File: src/rtl/mdu_ctrl_if.sv
// Handshake bundle between the pipeline control and the MDU sequencer.
// The master side drives the issue inputs; the slave (mdu_ctrl) returns strobes and status.
interface mdu_ctrl_if;
   logic       req;
   logic [3:0] op_e;
   logic       use_d;
   logic       div_zero_e;
   logic       start;
   logic       busy;
   logic       commit;
   logic       hi_we;
   logic       lo_we;
   logic       stall_d;
   logic       div0_flag;

   modport master (
      output req, op_e, use_d, div_zero_e,
      input  start, busy, commit, hi_we, lo_we, stall_d, div0_flag
   );

   modport slave (
      input  req, op_e, use_d, div_zero_e,
      output start, busy, commit, hi_we, lo_we, stall_d, div0_flag
   );
endinterface

File: src/rtl/mdu_ctrl.sv
// MDU issue/busy/commit sequencer with D-stage stall generation.
// Define MDU_CTRL_DIV0_EN to enable the single-cycle divide-by-zero path and sticky div0_flag.
module mdu_ctrl #(
   parameter int unsigned MULT_LAT = 5,
   parameter int unsigned DIV_LAT  = 10
) (
   input logic       clk,
   input logic       reset,
   mdu_ctrl_if.slave io_mdu
);
   localparam logic [3:0] OP_MULT  = 4'd1;
   localparam logic [3:0] OP_MULTU = 4'd2;
   localparam logic [3:0] OP_DIV   = 4'd3;
   localparam logic [3:0] OP_DIVU  = 4'd4;
   localparam logic [3:0] OP_MTHI  = 4'd7;
   localparam logic [3:0] OP_MTLO  = 4'd8;

   localparam logic [5:0] MULT_CNT = 6'(MULT_LAT - 1);
   localparam logic [5:0] DIV_CNT  = 6'(DIV_LAT - 1);

   typedef enum logic {StIdle, StRun} state_t;

   state_t     r_state;
   logic [5:0] r_cnt;
   logic       r_div0;

   logic       w_is_mult;
   logic       w_is_div;
   logic       w_issue_ok;
   logic       w_start;
   logic       w_busy;
   logic       w_commit;
   logic       w_div0_fast;
   logic [5:0] w_load;

   // Reset gates every strobe so a synchronous reset hides any in-flight operation at once.
   always_comb begin
      w_is_mult  = (io_mdu.op_e == OP_MULT) || (io_mdu.op_e == OP_MULTU);
      w_is_div   = (io_mdu.op_e == OP_DIV) || (io_mdu.op_e == OP_DIVU);
      w_issue_ok = !reset && (r_state == StIdle) && !io_mdu.req;
      w_start    = w_issue_ok && (w_is_mult || w_is_div);
      w_busy     = !reset && (r_state == StRun);
      w_commit   = w_busy && (r_cnt == 6'd0);
`ifdef MDU_CTRL_DIV0_EN
      w_div0_fast = w_is_div && io_mdu.div_zero_e;
`else
      w_div0_fast = 1'b0;
`endif
      if (w_div0_fast) begin
         w_load = 6'd0;
      end else if (w_is_mult) begin
         w_load = MULT_CNT;
      end else begin
         w_load = DIV_CNT;
      end
   end

   always_ff @(posedge clk) begin
      if (reset) begin
         r_state <= StIdle;
         r_cnt   <= 6'd0;
      end else begin
         unique case (r_state)
            StIdle: begin
               if (w_start) begin
                  r_state <= StRun;
                  r_cnt   <= w_load;
               end
            end
            StRun: begin
               if (r_cnt == 6'd0) begin
                  r_state <= StIdle;
               end else begin
                  r_cnt <= r_cnt - 6'd1;
               end
            end
         endcase
      end
   end

`ifdef MDU_CTRL_DIV0_EN
   // Sticky until reset; later normal divides do not clear it.
   always_ff @(posedge clk) begin
      if (reset) begin
         r_div0 <= 1'b0;
      end else if (w_start && w_div0_fast) begin
         r_div0 <= 1'b1;
      end
   end
`else
   logic w_unused_div_zero;
   assign w_unused_div_zero = io_mdu.div_zero_e;
   assign r_div0 = 1'b0;
`endif

   assign io_mdu.start     = w_start;
   assign io_mdu.busy      = w_busy;
   assign io_mdu.commit    = w_commit;
   assign io_mdu.hi_we     = w_issue_ok && (io_mdu.op_e == OP_MTHI);
   assign io_mdu.lo_we     = w_issue_ok && (io_mdu.op_e == OP_MTLO);
   assign io_mdu.stall_d   = io_mdu.use_d && (w_busy || w_start);
   assign io_mdu.div0_flag = r_div0;
endmodule

File: src/flat_wrapper.sv
// flat-port wrapper written by rule: the top's interface ports become plain ports
module mdu_ctrl_flat 
#(
   parameter int unsigned MULT_LAT = 5,
   parameter int unsigned DIV_LAT  = 10
)
  (clk, reset, io_mdu_req, io_mdu_op_e, io_mdu_use_d, io_mdu_div_zero_e, io_mdu_start, io_mdu_busy, io_mdu_commit, io_mdu_hi_we, io_mdu_lo_we, io_mdu_stall_d, io_mdu_div0_flag);
  mdu_ctrl_if io_mdu_i ();
  input logic clk;
  input logic reset;
  input wire logic [$bits(io_mdu_i.req)-1:0] io_mdu_req;
  input wire logic [$bits(io_mdu_i.op_e)-1:0] io_mdu_op_e;
  input wire logic [$bits(io_mdu_i.use_d)-1:0] io_mdu_use_d;
  input wire logic [$bits(io_mdu_i.div_zero_e)-1:0] io_mdu_div_zero_e;
  output wire logic [$bits(io_mdu_i.start)-1:0] io_mdu_start;
  output wire logic [$bits(io_mdu_i.busy)-1:0] io_mdu_busy;
  output wire logic [$bits(io_mdu_i.commit)-1:0] io_mdu_commit;
  output wire logic [$bits(io_mdu_i.hi_we)-1:0] io_mdu_hi_we;
  output wire logic [$bits(io_mdu_i.lo_we)-1:0] io_mdu_lo_we;
  output wire logic [$bits(io_mdu_i.stall_d)-1:0] io_mdu_stall_d;
  output wire logic [$bits(io_mdu_i.div0_flag)-1:0] io_mdu_div0_flag;
  assign io_mdu_i.req = io_mdu_req;
  assign io_mdu_i.op_e = io_mdu_op_e;
  assign io_mdu_i.use_d = io_mdu_use_d;
  assign io_mdu_i.div_zero_e = io_mdu_div_zero_e;
  assign io_mdu_start = io_mdu_i.start;
  assign io_mdu_busy = io_mdu_i.busy;
  assign io_mdu_commit = io_mdu_i.commit;
  assign io_mdu_hi_we = io_mdu_i.hi_we;
  assign io_mdu_lo_we = io_mdu_i.lo_we;
  assign io_mdu_stall_d = io_mdu_i.stall_d;
  assign io_mdu_div0_flag = io_mdu_i.div0_flag;
  mdu_ctrl #(.MULT_LAT(MULT_LAT), .DIV_LAT(DIV_LAT)) u_core (.clk(clk), .reset(reset), .io_mdu(io_mdu_i));
endmodule
File: config.mk
export PLATFORM = sky130hd
export DESIGN_NAME = mdu_ctrl_flat
export DESIGN_NICKNAME = d
export VERILOG_FILES = /design/src/rtl/mdu_ctrl_if.sv /design/src/rtl/mdu_ctrl.sv /design/src/flat_wrapper.sv
export SDC_FILE = /design/constraint.sdc
export NUM_CORES = 1
export LEC_CHECK = 0
export BUFFER_PORTS_ARGS = -buffer_cell sky130_fd_sc_hd__buf_4
export CAP_MARGIN = 20
export CORE_AREA = 4 4 41 43
export CTS_CLUSTER_SIZE = 25
export DETAILED_ROUTE_END_ITERATION = 10
export DIE_AREA = 0 0 45 47
export PLACE_DENSITY = 0.69
export SKIP_CTS_REPAIR_TIMING = 1
export SYNTH_ARGS = -nofsm -noshare
export SYNTH_HDL_FRONTEND = slang
export SYNTH_SLANG_ARGS = --single-unit
File: constraint.sdc
create_clock -name clk -period 1.6 [get_ports clk]
set_input_delay 0.08 -clock clk [delete_from_list [all_inputs] [get_ports clk]]
set_output_delay 0.08 -clock clk [all_outputs]
set_load 0.02 [all_outputs]
---- Word-level counts from Yosys, hierarchy flattened ----
Cells that the tools add are included.
cells by class
  $add $sub $neg .......................... 1
  equality and inequality tests ........... 8
  multiplexer cells ....................... 7
  bitwise logic cells ..................... 1
  reduce and logical (&&, ||, !) cells .... 16
operators by type and width
  kind                                                  count
  2-to-1 mux 6 bit                                      2
  case mux 6 bit (2 select lines)                       1
  equality test 4 x 2 -> 1 bit (second input constant)  2
  equality test 4 x 3 -> 1 bit (second input constant)  2
  logical AND 1 bit                                     8
  logical NOT 6 bit                                     1
  subtractor 6 x 1 -> 6 bit (second input constant)     1
  equality test 4 x 1 -> 1 bit (second input constant)  1
  equality test 4 bit (second input constant)           1
  logical OR 1 bit                                      4
  2-to-1 mux 4 bit                                      1
  logical NOT 1 bit                                     2
  2-to-1 mux 1 bit                                      2
  != test 2 x 1 -> 1 bit (second input constant)        1
  != test 2 bit (second input constant)                 1
  case mux 1 bit (2 select lines)                       1
  AND reduction 2 bit                                   1
  inverter 1 bit                                        1
storage, ports and cells
  bits in registers ....................... 7
  input bits .............................. 9
  output and inout bits ................... 7
  logic and storage cells ................. 35

---- Longest topological paths before layout ----
  depth in word-level cells ............... 6
  gate-level depth with buffers ........... 6
  gate-level depth less buffers ........... 5

---- Worst setup path before layout ----
No wires, ideal clock.
  path kind ............................... register to output
  from .................................... reg u_core.r_state
  to ...................................... out io_mdu_lo_we
  arrival ................................. 1.625 ns
  required time ........................... 1.520 ns
  path slack .............................. -0.105 ns
  stages on the path, launching flop included .. 3
  path buffers ............................ 0
  cells stage by stage .................... dfxtp_1 -> or4_1 -> nor4b_1
on the way
  longest elaborated chain between the ends .. 4
RTL lines
  what                            RTL line            RTL
  from (decl)                     mdu_ctrl.sv:23      state_t r_state;
  from (signal assigned)          mdu_ctrl.sv:60      r_state <= StIdle;
  from (signal assigned)          mdu_ctrl.sv:66      r_state <= StRun;
  from (signal assigned)          mdu_ctrl.sv:72      r_state <= StIdle;
  inverter 1 bit                  mdu_ctrl.sv:40      w_issue_ok = !reset && (r_state == StIdle) && !io_mdu.req;
  logical AND 1 bit (2 in a row)  mdu_ctrl.sv:40
  logical AND 1 bit               mdu_ctrl.sv:100     assign io_mdu.lo_we = w_issue_ok && (io_mdu.op_e == OP_MTLO);
  to (decl)                       flat_wrapper.sv:19  output wire logic [$bits(io_mdu_i.lo_we)-1:0] io_mdu_lo_we;
Every way passes these cells.

---- Final worst setup path ----
Same ends and word-level chain as after synthesis.

==> results.toml <==
[run_status]
result_of_the_run = "completed"

[synthesis]
ys.warnings.count = 0
yosysTopAreaCell = "dfxtp_1"
synth_seq_area_share_pct = 25.8
synth_largest_type_area_fraction_pct = 25.8
post_synth_and_or_nand_nor_area_fraction_pct = 30.6
synthAdderAreaFrac_pct = 4.61
yosys-mux-area-fraction_pct = 3.69
synth.cell_area_sq_um = 543
synth-edff-count = 0
synth_area_leaders = "dfxtp_1 (26%), a21oi_1 (4.6%), ha_1 (4.6%)"
syn_inst = 66
synth_top_family_by_area = "simple AND/OR/NAND/NOR gates"
synthesized_area_fraction_occupied_by_xor_and_xnor_cells_pct = 1.61
synthesis.area_per_instance_sq_um = 8.23
yosys.cell_types.count = 35
postSynth.asyncResetShare_pct = 0
synth.ff_latch_count = 7
synth_compound_gate_area_share_pct = 24.2
postSynth.topFlopCell = "dfxtp_1"
mappedNetlistNets = 77

[setup_path]
category_of_the_worst_setup_path_launch_point = "flop"
crit_path_max_fanout = 4
end_kind = "primary output"
cp_data_required_time_ps = 1520
crit_type = "flop to primary output"
worst_path_arrival_ps = 1480

[cells_and_area]
area_occupied_by_multi_input_gates_sq_um = 382
filler_cell_count = 135
final-seq-area_sq_um = 144
finalInstanceArea_sq_um = 724
synthToLayoutAreaGrowth_pct = 33.4
drive_gt1_share_pct = 33.3
n_antenna_cell = 0
final_net_count = 96
final-instance-count-excl-fill = 99

[die]
placement_rows = 13
design.portCount = 16
chipHeight_microns = 47
floorplan.initialDensity_pct = 41.7
die_area_sq_um = 2120
die-width_microns = 45
core_area_sq_um = 1300

[timing]
timing_max_transition_violations_final = 0
layout_min_cycle_time_ps = 1560
grt_setup_unrepaired = "true"
finalSetupViolations = 0
timing.final.crit_share_pct = 97.8
timing_hold_violations_final = 0
timing.clock.skew_ps = 1.93
fmax_ghz = 0.639

[power_and_ir_drop]
leakagePower_nw = 0.306
share_clk_of_total_power_pct = 36.4
power_density_nw_per_um2 = 620
sw_frac_of_total_pct = 28.3
internal_power_w = 0.000322
ir_worst_vdd_mv = 0.422
power.switching_w = 0.000127
power.sequential.fraction_pct = 41.2
combPwrFrac_pct = 22.5

[global_route]
number_of_global_route_vias_before_repair = 418
grt_first_pass_wirelength_microns = 1860
pin_count_of_the_biggest_net_entering_global_routing = 14
gr-usage-all-layers_pct = 13.1
grt_overflow_total = 0
number_of_antenna_violations_at_the_first_check_in_global_routing = 0

[detailed_routing]
drc = 0
vias = 534
routed_wire_length_per_instance_microns = 11.9
drtIter0Drc = 12
postRouteWirelength_microns = 1180
antenna_left = 0
via_cell_ratio = 5.39
firstDrtPassIters = 4

[clocking]
cts_num_sinks = 7
cts_tree = "done"
worstSkewPairLatency_ps = 260
cts_max_path_buffers = 2
htreeDepth = 1
cts_buffers = 3
ctsRootBufferMaster = "clkbuf_4"
clock_pin_transition_on_the_worst_setup_and_hold_timing_paths_ps = 50

[min_path]
worst_hold_path_type = "primary input to flop"

[flow_run]
max_cap_viols = 0

[placement]
placed_cells = 92
port_buffers = 13
dp_hpwl_microns = 878
postPlaceCellArea_sq_um = 652
gp_routability_congestion = 0.729
==> Yosys cell counts (all sizes together), types with 2 or more instances <==
cell and instances:
nand2 3, a21oi 5, dfxtp 7, a211oi 3
ha 2, nand3 5, nor2 5, buf 4
o21ai 2, or4 3, mux2i 2, inv 5
nand2b 3
==> critical path: stages, from the launching register on <==
cell and delay [ps]:
dfxtp_4 360, or4_4 430, nor4b_4 270, buf_4 170
==> area by class of cell <==
cell class / instances / area share, %
repair buffers: 18 / 18.7
clock buffers: 4 / 3.63
well taps: 15 / 2.59
inverters: 5 / 2.59
multi-input cells: 50 / 52.7
flip-flops and latches: 7 / 19.9
==> state kept, by name (all words and copies together), names as in the netlist <==
name and cells:
u_core.r_state 1, u_core.r_cnt 6
==> path summary, 6_finish.rpt <==
kind	from	to	slack, ps	depth (start not counted)
worst max-delay path	u_core.r_state	io_mdu_lo_we	40	3
worst max register to register	u_core.r_cnt[0]	u_core.r_cnt[5]	140	5
worst min-delay path	reset	u_core.r_state	90	2
worst min register to register	u_core.r_cnt[5]	u_core.r_cnt[5]	480	2
==> cell families after synthesis <==
| logic type | Yosys count |
|---|---|
| AOI/OAI and AO/OA | 18 |
| xor gates and xnor gates | 1 |
| adders and majority gates | 2 |
| buffers and inverters | 9 |
| DFF | 7 |
| muxes | 2 |
| other | 1 |
| and+or+nand+nor | 26 |
==> metal layers <==
layer / wire [microns] / share of wire (%) / GRT usage, % / up-vias
met5: 0 / 0 / 0 / -
met4: 27 / 2.3 / 8.77 / 0
met3: 61 / 5.2 / 6.90 / 5
met2: 572 / 48 / 19.5 / 9
met1: 519 / 44 / 14.6 / 243
li1: - / - / - / 277
==> through the flow <==
| step | util (%) | setup WS (ps) | total power (W) | TNS [ps] | hold slack [ps] |
|---|---|---|---|---|---|
| global placement | 50.1 | 143 | 0.000281 | 0 | 351 |
| finish | 55.7 | 35.4 | 0.000449 | 0 | 88.2 |
| CTS | 52.1 | -102 | 0.000449 | -144 | 78.0 |
| detailed placement | 50.1 | 132 | 0.000282 | 0 | 355 |
| global route | 55.7 | -56.9 | 0.000483 | -56.9 | 81.2 |
| floorplan | - | 68.8 | 0.000250 | 0 | 213 |
==> power by group through the flow <==
stage,logic (W),registers [W],clock network (W)
floorplan,0.0000615,0.000189,0
global placement,0.0000918,0.000189,0
detailed placement,0.0000926,0.000190,0
CTS,0.0000927,0.000186,0.000171
global route,0.000110,0.000185,0.000187
finish,0.000101,0.000185,0.000163
==> cell usage in the layout (no fill, tap or decap), types with 2 or more instances in the layout <==
master and n:
dfxtp_1 6, a211oi_1 2, or4_1 2, inv_1 4, mux2i_1 2, nor2_1 5, a21oi_1 5, o21ai_1 2
nand3_1 4, clkbuf_4 3, ha_1 2, nand2_1 3, buf_4 18, nand2b_1 3
No activity file was read; power rests on OpenSTA's default activity.
